File: src/rtl/hs4_clk_tx.sv
// Clocked four-phase bundled-data transmitter.
// FIFO-buffered words are issued as data_out + req_out against a synchronised ack_in.
module hs4_clk_tx #(
  parameter int WIDTH       = 2,
  parameter int DEPTH       = 4,
  parameter int SETUP_CYC   = 1,
  parameter int SYNC_STAGES = 2
) (
  input  logic             clk,
  input  logic             rst,
  input  logic [WIDTH-1:0] in_data,
  input  logic             in_valid,
  output logic             in_ready,
  output logic [WIDTH-1:0] data_out,
  output logic             req_out,
  input  logic             ack_in,
  output logic             busy,
  output logic             err,
  output logic [15:0]      tx_count
);

  localparam int AW = $clog2(DEPTH);
  localparam int CW = (SETUP_CYC > 1) ? $clog2(SETUP_CYC) : 1;

  typedef enum logic [1:0] {
    IDLE,
    SETUP,
    WAIT_HI,
    WAIT_LO
  } state_t;

  logic [WIDTH-1:0]       mem_q [DEPTH];
  logic [WIDTH-1:0]       mem_d [DEPTH];
  logic [AW-1:0]          wr_q, wr_d;
  logic [AW-1:0]          rd_q, rd_d;
  logic [AW:0]            occ_q, occ_d;
  logic [SYNC_STAGES-1:0] sync_q, sync_d;
  state_t                 state_q, state_d;
  logic [CW-1:0]          cnt_q, cnt_d;
  logic [WIDTH-1:0]       dout_q, dout_d;
  logic                   req_q, req_d;
  logic                   err_q, err_d;
  logic [15:0]            txc_q, txc_d;

  logic ack_s;
  logic empty;
  logic full;
  logic push;
  logic pop;

  assign ack_s = sync_q[SYNC_STAGES-1];
  assign empty = (occ_q == '0);
  assign full  = (occ_q == (AW+1)'(DEPTH));
  assign push  = in_valid && !full;
  assign pop   = (state_q == IDLE) && !empty && !ack_s;

  assign in_ready = !full;
  assign data_out = dout_q;
  assign req_out  = req_q;
  assign err      = err_q;
  assign tx_count = txc_q;
  assign busy     = (state_q != IDLE) || !empty;

  always_comb begin
    mem_d  = mem_q;
    wr_d   = wr_q;
    rd_d   = rd_q;
    occ_d  = occ_q;
    sync_d = {sync_q[SYNC_STAGES-2:0], ack_in};
    if (push) begin
      mem_d[wr_q] = in_data;
      wr_d        = wr_q + 1'b1;
    end
    if (pop) begin
      rd_d = rd_q + 1'b1;
    end
    occ_d = occ_q + {{AW{1'b0}}, push} - {{AW{1'b0}}, pop};
  end

  // Handshake sequencing; every decision looks at the synchronised ack only.
  always_comb begin
    state_d = state_q;
    cnt_d   = cnt_q;
    dout_d  = dout_q;
    req_d   = req_q;
    err_d   = err_q;
    txc_d   = txc_q;
    unique case (state_q)
      IDLE: begin
        if (!empty && !ack_s) begin
          dout_d  = mem_q[rd_q];
          cnt_d   = CW'(SETUP_CYC - 1);
          state_d = SETUP;
        end
      end
      SETUP: begin
        if (ack_s) begin
          err_d = 1'b1;
        end
        if (cnt_q == '0) begin
          req_d   = 1'b1;
          state_d = WAIT_HI;
        end else begin
          cnt_d = cnt_q - 1'b1;
        end
      end
      WAIT_HI: begin
        if (ack_s) begin
          req_d   = 1'b0;
          state_d = WAIT_LO;
        end
      end
      WAIT_LO: begin
        if (!ack_s) begin
          txc_d   = txc_q + 16'd1;
          state_d = IDLE;
        end
      end
      default: state_d = IDLE;
    endcase
  end

  always_ff @(posedge clk or posedge rst) begin
    if (rst) begin
      mem_q   <= '{default: '0};
      wr_q    <= '0;
      rd_q    <= '0;
      occ_q   <= '0;
      sync_q  <= '0;
      state_q <= IDLE;
      cnt_q   <= '0;
      dout_q  <= '0;
      req_q   <= 1'b0;
      err_q   <= 1'b0;
      txc_q   <= '0;
    end else begin
      mem_q   <= mem_d;
      wr_q    <= wr_d;
      rd_q    <= rd_d;
      occ_q   <= occ_d;
      sync_q  <= sync_d;
      state_q <= state_d;
      cnt_q   <= cnt_d;
      dout_q  <= dout_d;
      req_q   <= req_d;
      err_q   <= err_d;
      txc_q   <= txc_d;
    end
  end

endmodule

File: config.mk
export PLATFORM = sky130hd
export DESIGN_NAME = hs4_clk_tx
export DESIGN_NICKNAME = d
export VERILOG_FILES = /design/src/rtl/hs4_clk_tx.sv
export SDC_FILE = /design/constraint.sdc
export NUM_CORES = 1
export LEC_CHECK = 0
export ABC_CLOCK_PERIOD_IN_PS = 2500
export BUFFER_PORTS_ARGS = -buffer_cell sky130_fd_sc_hd__buf_2
export CAP_MARGIN = 20
export CORE_UTILIZATION = 40
export CTS_CLUSTER_DIAMETER = 30
export DETAILED_ROUTE_END_ITERATION = 8
export PLACE_DENSITY = 0.64
export SETUP_SLACK_MARGIN = 0.15
export SLEW_MARGIN = 10
export SYNTH_ARGS = -nofsm -noshare
export SYNTH_HDL_FRONTEND = slang
export SYNTH_SLANG_ARGS = --single-unit
File: constraint.sdc
create_clock -name clk -period 2.5 [get_ports clk]
set_input_delay 0.75 -clock clk [delete_from_list [all_inputs] [get_ports clk]]
set_output_delay 0.75 -clock clk [all_outputs]
set_load 0.01 [all_outputs]
==> flow_summary_export.csv <==
group,metric,value,unit
clocking,cts_tree,"yes",
synthesis,muxShareOfSynthArea,0.0963,
detailed_routing,wl,3040,µm
sta,tightestPinTransition,0.486,ns
place,dp_hpwl,2270,µm
final_layout,n_fill_cell,422,
detailed_routing,vias_per_cell,5.01,
die,ios,28,
power,leakage,1.08,nW
detailed_routing,drc,0,
detailed_routing,wl_per_cell,12.8,µm
worst_setup_path,cp_max_fo,6,
synthesis,synth_fp_nets,166,
synthesis,netlist_instances,147,
global_route,grt.overflow.total,0,
sta,rsz0062_at_grt,"no",
synthesis,synth_compound_area_frac,0.0361,
synthesis,synth_simple_gate_area_frac,0.131,
global_route,grt_pass1_wl,5250,µm
worst_setup_path,critPathArrivalTime,2.38,ns
synthesis,synth_cell_types,30,
worst_setup_path,regToRegStartpoint,"state_q[1]",
sta,skew,0.00655,ns
clocking,clkSlewWorstSetupHoldPaths,0.07,ns
clocking,root_buffer,"clkbuf_8",
detailed_routing,num_vias,1187,
detailed_routing,final_antenna_net_count,0,
power,power,0.00227,W
synthesis,synthesis.area,1870,µm²
worst_setup_path,worstReg2RegEnd,"occ_q[2]",
final_layout,post-route-util,0.494,
worst_setup_path,end_kind,"register",
worst_setup_path,startpoint,"state_q[1]",
die,row_count,24,
global_route,antenna_found_initial,0,
run,max_cap_violations,0,
power,peakVddDrop,0.478,mV
sta,setup-tns-final,0,ns
clocking,cts_num_sinks,39,
synthesis,ys_ff_latch,39,
final_layout,syn2layout_area_growth,16.6,%
worst_setup_path,startpoint_type,"register",
run_status,run_status,"finished clean",
worst_setup_path,crit_end,"occ_q[2]",
synthesis,synth-xor-area-share,0.0936,
synthesis,synth_top_family_by_area,"simple AND/OR/NAND/NOR gates",
synthesis,ys_warn_count,0,
clocking,cts_buffers,5,
synthesis,synth_fa_ha_area_frac,0.0910,
die,initial_core_util,0.424,
clocking,cts_buffer_depth,2,
worst_setup_path,critPathKind,"register to register",
worst_setup_path,r2r_setup_slack,0.33,ns
sta,setup_violations,0,
sta,max_freq,461,MHz
detailed_routing,drt_iter0_markers,58,
synthesis,yosysSeqAreaShare,0.522,
min_path,hp-class,"register to register",
worst_setup_path,r2r_cells,9,
synthesis,synth_area_per_cell,12.7,µm²
final_layout,antenna_cells,0,
sta,post-route-min-period,2.17,ns
die,die_w,70.4,µm
place,portBuffers,27,
final_layout,drive_gt1_frac,0.341,
power,power_density,1040,nW/µm²
die,die_y,70.4,µm
die,coreArea,4410,µm²
detailed_routing,dr.pass1.iters,4,
die,die-area,4950,µm²
clocking,insertion_delay,0.29,ns
global_route,grt_max_degree,40,
place,gp_congestion,0.718,
global_route,grt_pass1_vias,1204,
global_route,grt_usage,0.137,
sta,drv_slew,0,
sta,slew_headroom,0.676,
sta,final-hold-violation-count,0,
final_layout,nNetsFinal,203,
clocking,cts_max_level,2,
sta,min_period_over_period,0.868,
worst_setup_path,cp.required,2.71,ns
==> stage by stage <==
| step | area, µm² | cells | setup slack, ns | hold slack, ns |
|---|---|---|---|---|
| floorplan | 1870 | 147 | 0.186 | 0.331 |
| global placement | 2080 | 228 | 0.245 | 0.335 |
| detailed placement | 2080 | 228 | 0.168 | 0.336 |
| CTS | 2170 | 236 | 0.222 | 0.353 |
| global route | 2180 | 237 | 0.190 | 0.358 |
| finish | 2180 | 237 | 0.331 | 0.351 |
==> repair_timing <==
item / in CTS / in global routing
hold buffers: 0 / 0
resized for setup: 0 / 1
buffers inserted: 0 / 1
setup endpoints to repair: 0 / 1
==> flip-flops by register name, indices dropped and copies added, names as in the netlist <==
register / cells
rd_q: 2
occ_q: 3
state_q: 2
tx_count: 16
data_out: 2
wr_q: 2
sync_q: 2
mem_q: 8
req_out: 1
err: 1
==> worst min-delay path by stage <==
stage / startpoint / to / slack, ns / cells after the start
global route: sync_q[0] / sync_q[1] / 0.36 / 0
detailed placement: sync_q[0] / sync_q[1] / 0.34 / 0
finish: sync_q[0] / sync_q[1] / 0.35 / 0
global placement: sync_q[0] / sync_q[1] / 0.33 / 0
floorplan: sync_q[0] / sync_q[1] / 0.33 / 0
CTS: sync_q[0] / sync_q[1] / 0.35 / 0
==> per-layer routing <==
metal	part of all wire	global-route usage	wire length, µm
met1	0.44	0.160	1330
met2	0.49	0.222	1490
met3	0.052	0.0505	157
met4	0.024	0.0667	72
met5	0	0	0
==> placed cells by master, fill, tap and decap left out <==
cell type,count
a21boi_2,1
a21o_1,1
a21oi_1,4
and3_1,1
and3_2,1
and4_1,2
buf_2,27
buf_4,5
clkbuf_8,5
clkinv_2,1
clkinvlp_4,2
dfrtp_1,39
fa_1,1
ha_1,11
ha_2,1
inv_1,10
mux2_2,12
mux4_2,2
nand2_1,14
nand3_1,1
nand3b_4,1
nand4_1,5
nand4_4,1
nor2_1,5
nor2b_4,1
nor3_1,2
nor3_2,1
nor3b_2,1
nor4_2,1
o21ai_0,4
o22a_1,1
or2_1,1
xnor2_1,12
xor2_1,8
==> Yosys cell counts (all sizes together) <==
library cell	n	share of area
a21boi	1	0.0060
a21o	1	0.0040
a21oi	4	0.011
and3	2	0.0074
and4	2	0.0094
buf	2	0.010
dfrtp	39	0.52
fa	1	0.011
ha	12	0.080
inv	10	0.020
mux2	12	0.072
mux4	2	0.024
nand2	14	0.028
nand3	1	0.0027
nand3b	1	0.011
nand4	6	0.028
nor2	5	0.010
nor2b	1	0.0074
nor3	3	0.011
nor3b	1	0.0067
nor4	1	0.0067
o21ai	4	0.011
o22a	1	0.0047
or2	1	0.0033
xnor2	12	0.056
xor2	8	0.037
==> cells by family (layout without fill, tap and decap cells) <==
logic type / count (synthesis) / count (layout)
flops: 39 / 39
simple gates: 38 / 38
xor+xnor: 20 / 20
mux: 14 / 14
fa+ha+maj: 13 / 13
buf+inv: 12 / 50
compound gates: 11 / 11
==> where the power goes <==
part           internal (W)  switching [W]  total, W
sequential         0.000845       0.000174   0.00102
combinational      0.000454       0.000385  0.000839
clock              0.000194       0.000222  0.000416
==> worst max-delay path, cell delays in order (launching register included) <==
cell	delay, ns
dfrtp_1	0.40
inv_1	0.10
ha_2	0.21
nor3b_2	0.17
ha_1	0.29
inv_1	0.04
ha_1	0.18
fa_1	0.38
xnor2_1	0.19
xnor2_1	0.14
==> area by class of cell <==
type | count | area, µm² | share of cell area
Inverter | 10 | 37.5 | 0.0172
Tap cell | 52 | 65.1 | 0.0298
Clock buffer | 5 | 68.8 | 0.0316
Clock inverter | 3 | 20.0 | 0.00918
Multi-Input combinational cell | 96 | 841 | 0.386
Sequential cell | 39 | 976 | 0.448
Timing Repair Buffer | 32 | 173 | 0.0792
(Power assumes the default switching activity.)
